**config.mk**
```make
export PLATFORM = sky130hd
export DESIGN_NAME = reg_file_flat
export DESIGN_NICKNAME = d
export VERILOG_FILES = /design/src/rtl/reg_file_if.sv /design/src/rtl/reg_file.sv /design/src/flat_wrapper.sv
export SDC_FILE = /design/constraint.sdc
export NUM_CORES = 2
export LEC_CHECK = 0
export BUFFER_PORTS_ARGS = -buffer_cell sky130_fd_sc_hd__buf_4
export CORE_UTILIZATION = 25
export DETAILED_ROUTE_END_ITERATION = 7
export HOLD_SLACK_MARGIN = 0.02
export PLACE_DENSITY = 0.47
export SYNTH_ARGS = -nofsm -noshare
export SYNTH_HDL_FRONTEND = slang
export SYNTH_SLANG_ARGS = --single-unit
export TNS_END_PERCENT = 30
```
**constraint.sdc**
```tcl
create_clock -name Clk -period 3.2 [get_ports Clk]
set_input_delay 0.64 -clock Clk [delete_from_list [all_inputs] [get_ports Clk]]
set_output_delay 0.64 -clock Clk [all_outputs]
set_load 0.005 [all_outputs]
```
**src/rtl/reg_file_if.sv**
```systemverilog
// reg_file_if: bundles the register-file read, write, debug and count
// signals so the datapath and the bench connect through one port.
//
// Signals
//   ReadReg1/ReadReg2  read indices (rs, rt)
//   WriteReg           write index from the RegDst mux
//   WriteData          write value from the MemtoReg mux
//   RegWrite           write enable from the control unit
//   DbgReg             debug read index
//   ReadData1/2        read data for ReadReg1/ReadReg2
//   DbgData            read data for DbgReg
//   WriteCount         committed writes since reset (saturating)
//
// Modports
//   master  datapath / bench side: drives indices and write data
//   slave   register file side: returns read data and the count
interface reg_file_if #(
  parameter int DATA_WIDTH = 32,
  parameter int ADDR_WIDTH = 5,
  parameter int CNT_WIDTH  = 16
);
  logic [ADDR_WIDTH-1:0] ReadReg1;
  logic [ADDR_WIDTH-1:0] ReadReg2;
  logic [ADDR_WIDTH-1:0] WriteReg;
  logic [DATA_WIDTH-1:0] WriteData;
  logic                  RegWrite;
  logic [ADDR_WIDTH-1:0] DbgReg;
  logic [DATA_WIDTH-1:0] ReadData1;
  logic [DATA_WIDTH-1:0] ReadData2;
  logic [DATA_WIDTH-1:0] DbgData;
  logic [CNT_WIDTH-1:0]  WriteCount;

  modport master (
    output ReadReg1, ReadReg2, WriteReg, WriteData, RegWrite, DbgReg,
    input  ReadData1, ReadData2, DbgData, WriteCount
  );

  modport slave (
    input  ReadReg1, ReadReg2, WriteReg, WriteData, RegWrite, DbgReg,
    output ReadData1, ReadData2, DbgData, WriteCount
  );
endinterface

```
**src/rtl/reg_file.sv**
```systemverilog
// reg_file: 32-entry general-purpose register file for the MIPS
// single-cycle datapath. Two combinational read ports (rs, rt), one
// synchronous write port, a combinational debug read port and a
// saturating committed-write counter.
//
// Ports
//   Clk      system clock, all state changes on the rising edge
//   Reset_n  asynchronous active-low reset; clears every register to 0
//            except $sp (reg 29), which loads SP_RESET; clears WriteCount
//   bus      reg_file_if.slave: indices, write data/enable, read data,
//            debug data and WriteCount
//
// Build option
//   REGFILE_BYPASS_EN  when defined, a read index matching an active
//                      write (RegWrite=1, WriteReg!=0) returns WriteData
//                      in the same cycle on ReadData1, ReadData2 and
//                      DbgData. When undefined, reads return the stored
//                      value until the commit edge and WriteData has no
//                      combinational path to any read output.
module reg_file #(
  parameter int                    DATA_WIDTH = 32,
  parameter int                    ADDR_WIDTH = 5,
  parameter int                    CNT_WIDTH  = 16,
  parameter logic [DATA_WIDTH-1:0] SP_RESET   = 32'h7FFF_EFFC
) (
  input  logic        Clk,
  input  logic        Reset_n,
  reg_file_if.slave   bus
);

  localparam int NUM_REGS = 2 ** ADDR_WIDTH;
  localparam int SP_IDX   = 29;

  // Entry 0 has no storage; the array starts at 1.
  logic [DATA_WIDTH-1:0] regs [1:NUM_REGS-1];
  // Read view with the hardwired zero in slot 0, indexed directly by the
  // read ports.
  logic [DATA_WIDTH-1:0] view [NUM_REGS];
  logic [CNT_WIDTH-1:0]  wcount;
  logic                  commit;

  // A write to index 0 is discarded and never counted.
  assign commit = bus.RegWrite && (bus.WriteReg != '0);

  always_ff @(posedge Clk or negedge Reset_n) begin
    if (!Reset_n) begin
      for (int i = 1; i < NUM_REGS; i++) begin
        regs[i] <= (i == SP_IDX) ? SP_RESET : '0;
      end
    end else if (commit) begin
      for (int i = 1; i < NUM_REGS; i++) begin
        if (bus.WriteReg == ADDR_WIDTH'(i)) begin
          regs[i] <= bus.WriteData;
        end
      end
    end
  end

  // Saturates at all-ones so a long trace never wraps back to a small count.
  always_ff @(posedge Clk or negedge Reset_n) begin
    if (!Reset_n) begin
      wcount <= '0;
    end else if (commit && (wcount != '1)) begin
      wcount <= wcount + CNT_WIDTH'(1);
    end
  end

  always_comb begin
    view[0] = '0;
    for (int i = 1; i < NUM_REGS; i++) begin
      view[i] = regs[i];
    end
  end

`ifdef REGFILE_BYPASS_EN
  logic hit1;
  logic hit2;
  logic hitd;

  // commit already excludes index 0, so reg 0 can never be bypassed.
  assign hit1 = commit && (bus.ReadReg1 == bus.WriteReg);
  assign hit2 = commit && (bus.ReadReg2 == bus.WriteReg);
  assign hitd = commit && (bus.DbgReg   == bus.WriteReg);

  assign bus.ReadData1 = hit1 ? bus.WriteData : view[bus.ReadReg1];
  assign bus.ReadData2 = hit2 ? bus.WriteData : view[bus.ReadReg2];
  assign bus.DbgData   = hitd ? bus.WriteData : view[bus.DbgReg];
`else
  assign bus.ReadData1 = view[bus.ReadReg1];
  assign bus.ReadData2 = view[bus.ReadReg2];
  assign bus.DbgData   = view[bus.DbgReg];
`endif

  assign bus.WriteCount = wcount;

endmodule

```
**src/flat_wrapper.sv**
```systemverilog
// flat-port wrapper written by rule: the top's interface ports become plain ports
module reg_file_flat 
#(
  parameter int                    DATA_WIDTH = 32,
  parameter int                    ADDR_WIDTH = 5,
  parameter int                    CNT_WIDTH  = 16,
  parameter logic [DATA_WIDTH-1:0] SP_RESET   = 32'h7FFF_EFFC
)
  (Clk, Reset_n, bus_ReadReg1, bus_ReadReg2, bus_WriteReg, bus_WriteData, bus_RegWrite, bus_DbgReg, bus_ReadData1, bus_ReadData2, bus_DbgData, bus_WriteCount);
  reg_file_if #(.DATA_WIDTH(DATA_WIDTH), .ADDR_WIDTH(ADDR_WIDTH), .CNT_WIDTH(CNT_WIDTH)) bus_i ();
  input  logic Clk;
  input  logic Reset_n;
  input wire logic [$bits(bus_i.ReadReg1)-1:0] bus_ReadReg1;
  input wire logic [$bits(bus_i.ReadReg2)-1:0] bus_ReadReg2;
  input wire logic [$bits(bus_i.WriteReg)-1:0] bus_WriteReg;
  input wire logic [$bits(bus_i.WriteData)-1:0] bus_WriteData;
  input wire logic [$bits(bus_i.RegWrite)-1:0] bus_RegWrite;
  input wire logic [$bits(bus_i.DbgReg)-1:0] bus_DbgReg;
  output wire logic [$bits(bus_i.ReadData1)-1:0] bus_ReadData1;
  output wire logic [$bits(bus_i.ReadData2)-1:0] bus_ReadData2;
  output wire logic [$bits(bus_i.DbgData)-1:0] bus_DbgData;
  output wire logic [$bits(bus_i.WriteCount)-1:0] bus_WriteCount;
  assign bus_i.ReadReg1 = bus_ReadReg1;
  assign bus_i.ReadReg2 = bus_ReadReg2;
  assign bus_i.WriteReg = bus_WriteReg;
  assign bus_i.WriteData = bus_WriteData;
  assign bus_i.RegWrite = bus_RegWrite;
  assign bus_i.DbgReg = bus_DbgReg;
  assign bus_ReadData1 = bus_i.ReadData1;
  assign bus_ReadData2 = bus_i.ReadData2;
  assign bus_DbgData = bus_i.DbgData;
  assign bus_WriteCount = bus_i.WriteCount;
  reg_file #(.DATA_WIDTH(DATA_WIDTH), .ADDR_WIDTH(ADDR_WIDTH), .CNT_WIDTH(CNT_WIDTH), .SP_RESET(SP_RESET)) u_core (.Clk(Clk), .Reset_n(Reset_n), .bus(bus_i));
endmodule
```
==> impl_metrics.env <==
export IMPL_status="finished with violations"
export IMPL_violations="setup timing"
export IMPL_synth_xor_area_share_pct=0.2119
export IMPL_endpoint_kind="primary output"
export IMPL_critical_path_required_ps=2560
export IMPL_insertion_delay_ps=760
export IMPL_crit_type="input port to primary output"
export IMPL_grt_pass1_wl_mm=350.0
export IMPL_post_route_min_period_ps=3211
export IMPL_cts_root_buf="clkbuf_16"
export IMPL_ir_drop_mv=0.4601
export IMPL_cts_inserted_buffers=119
export IMPL_grt_pass1_vias=44917
export IMPL_finalCritPeriodShare_pct=100.3
export IMPL_htree_num_levels=3
export IMPL_fin_util_pct=30.91
export IMPL_timing_fmax_mhz=311.4
export IMPL_wl_per_cell_um=30.40
export IMPL_clockBufferDepth=3
export IMPL_wl_mm=246.2
export IMPL_cts_sinks=1008
export IMPL_gr_total_overflow=0
export IMPL_worstHoldPathType="input port to flip-flop"
export IMPL_finalClockSkew_ps=6.606
export IMPL_synth_top_family_by_area="multiplexers"
export IMPL_ys_flop_type="dfrtp_1"
export IMPL_dp_hpwl_mm=157.6
export IMPL_grtUsageTotal_pct=19.35
export IMPL_start_util_pct=25.19
export IMPL_initialDrtViolationCount=3871
export IMPL_multiInputGateArea_mm2=0.03516
export IMPL_portBuffers=166
export IMPL_dr_pass1_iters=5
export IMPL_cap_violations=0
export IMPL_synth_avg_cell_area_um2=13.93
export IMPL_fill_cells=24538
export IMPL_synthArstFlopShare_pct=100.0
export IMPL_vias=44357
export IMPL_vias_per_cell=5.476
export IMPL_die_w_um=500
export IMPL_setup_ws_ps=-11.01
export IMPL_regArea_mm2=0.02526
export IMPL_cp_max_fo=12
export IMPL_worst_slew_pin_slew_ps=944.6
export IMPL_synth_edf_count=0
export IMPL_final_antenna_net_count=0
export IMPL_drc=0
export IMPL_synth_cells=4452
export IMPL_crit_arrival_ps=2570
export IMPL_dpl_worst_slack_ps=-569.2
export IMPL_nNetsFinal=4734
export IMPL_layout_drive_gt1_share_pct=56.33
export IMPL_clk_pin_slew_ps=60
export IMPL_fp_row_count=182
export IMPL_muxShareOfSynthArea_pct=45.48
export IMPL_die_height_um=500
export IMPL_ioPinCount=167
export IMPL_synth_compound_area_share_pct=7.608
export IMPL_p_leak_uw=0.03162
export IMPL_ys_warn_count=0
export IMPL_synthAdderAreaFrac_pct=0.02018
export IMPL_setup_violations=4
export IMPL_powerDensity_mw_per_mm2=578.0
export IMPL_syn_nets=4508
export IMPL_antenna_found_initial=11
export IMPL_timing_final_max_slew_violations=0
export IMPL_setup_tns_final_ps=-23.66
export IMPL_area_growth_pct=22.71
export IMPL_ys_seq_area_share_pct=40.74
export IMPL_slew_limit_headroom_pct=37.03
export IMPL_die_area_mm2=0.2500
export IMPL_grt_max_degree=84
export IMPL_synth_area_mm2=0.06200
export IMPL_hold_violations=0
export IMPL_cts_tree="yes"
export IMPL_coreArea_mm2=0.2462
export IMPL_gp_congestion=0.8132
export IMPL_synth_simple_area_share_pct=2.012
export IMPL_startpoint_type="input port"
export IMPL_synthDistinctLibCells=43
export IMPL_synth_seq_cells=1008
export IMPL_rsz0062_at_grt="yes"
-- logic make-up after synthesis --
family	Yosys count
buffers and inverters	509
and+or+nand+nor	291
AOI/OAI and AO/OA	675
adders and majority gates	1
DFF	1008
muxes	1953
xor gates and xnor gates	15
-- per-stage QoR --
stage / total power (µW) / cell area (µm²) / std cells / hold slack, ps
after floorplan: 24760 / 62000 / 4452 / 344.4
after global placement: 28780 / 70410 / 7836 / 492.5
after detailed placement: 29050 / 70410 / 7836 / 500.5
after CTS: 44120 / 75500 / 8085 / 308.4
after global routing: 45910 / 76080 / 8100 / 345.1
final: 43970 / 76080 / 8100 / 361.9
-- Yosys cell counts, drive strengths merged (2+ instances only) --
cell    count  area share, %
nand2     182            1.1
nor3b       2          0.040
nand4       6          0.061
a22o      192            2.7
and2        3          0.030
clkbuf    244            1.5
nor2       58           0.35
mux2i     224            3.6
nand3       5          0.040
o22ai      32           0.32
mux4      576             21
nand2b      4          0.040
a22oi      95            1.2
and4        4          0.056
nor2b      15           0.15
mux2     1153             21
a21oi      66           0.54
o221ai     64           0.90
o21ai     192            1.5
nor3        3          0.024
o31ai      32           0.39
inv         3          0.018
nor4        2          0.030
buf       262            2.4
xor2        7          0.099
xnor2       8           0.11
nand4b      3          0.042
dfstp      28            1.2
dfrtp     980             40
-- state kept, by name, indices dropped and copies added, names as in the netlist --
| name | count |
|---|---|
| u_core.bus.WriteCount | 16 |
| u_core.regs | 992 |
-- final timing paths --
kind	startpoint	endpoint	slack [ps]	cells after the start
min	bus_WriteData[16]	u_core.regs[656]$_DFFE_PN0P_	360	2
max in group asynchronous	Reset_n	u_core.regs[79]$_DFFE_PN1P_	1710	4
max reg2reg	u_core.bus.WriteCount[0]$_DFFE_PN0P_	u_core.bus.WriteCount[14]$_DFFE_PN0P_	1240	5
min reg2reg	u_core.bus.WriteCount[7]$_DFFE_PN0P_	u_core.bus.WriteCount[7]$_DFFE_PN0P_	520	1
max	bus_ReadReg1[0]	bus_ReadData1[10]	-10	9
min in group asynchronous	Reset_n	u_core.regs[444]$_DFFE_PN0P_	440	2
-- worst max-delay path, stage by stage --
cell and delay [ps]:
buf_16 130, buf_12 110, buf_16 150, buf_4 170, mux4_2 500, a22o_1 250
o21ai_2 260, o21ai_4 130, buf_4 180
-- report_power, final --
group / switching (µW) / internal [µW] / leakage [µW]
sequential: 2450 / 15300 / 0.0128
clock: 5990 / 8700 / 0.00209
combinational: 4750 / 6770 / 0.0167
total: 13200 / 30800 / 0.0316
-- timing repair --
item                       CTS  global route
buffers inserted            23            10
pin swaps                   22            17
gates resized for setup    119            85
setup endpoints to repair   80            73
hold buffers                 1             0
hold endpoints to repair    31             0
gates cloned                 4             5
-- metal layers --
layer	wire length [µm]	GRT usage [%]	up-vias
li1	-	-	18032
met1	109200	27.07	24119
met2	113500	30.30	1750
met3	14830	3.084	446
met4	8658	6.445	10
met5	67	0	-
-- placed cells by master (no fill, tap or decap), types with 4 or more instances in the layout --
cell / netlist / final
o21ai_4: 0 / 9
dfrtp_1: 980 / 980
clkbuf_8: 0 / 28
a21oi_1: 65 / 65
clkbuf_16: 0 / 126
nand2_1: 182 / 161
o221ai_1: 64 / 63
o21ai_2: 0 / 69
buf_6: 29 / 37
nand2_2: 0 / 21
mux2i_2: 0 / 4
nor2_4: 0 / 19
buf_12: 0 / 156
a22o_1: 192 / 192
a22oi_1: 95 / 95
nand3_1: 5 / 4
mux2i_1: 224 / 218
xnor2_1: 8 / 8
o31ai_4: 0 / 5
o22ai_1: 32 / 32
buf_16: 0 / 22
dfstp_2: 28 / 28
nand4_1: 6 / 6
clkbuf_1: 244 / 24
mux2_2: 1111 / 1111
buf_8: 0 / 6
nor2_1: 58 / 39
mux2_1: 42 / 42
o31ai_2: 0 / 13
diode_2: 0 / 4
o21ai_1: 187 / 112
nor2b_4: 0 / 13
bufinv_16: 0 / 14
xor2_1: 7 / 7
o31ai_1: 32 / 14
and4_1: 4 / 4
mux4_2: 576 / 576
buf_4: 20 / 382
clkinv_2: 0 / 34
-- final cells by class --
class                   count  area share (%)
clock inverters            54          0.9094
diodes                      4         0.01316
multi-input cells        2935           46.21
inverters                   3         0.01480
clock buffers             173           4.605
repair buffers            611           9.599
well taps                3312           5.447
flip-flops and latches   1008           33.20
Power figures use the tool's default switching activity.
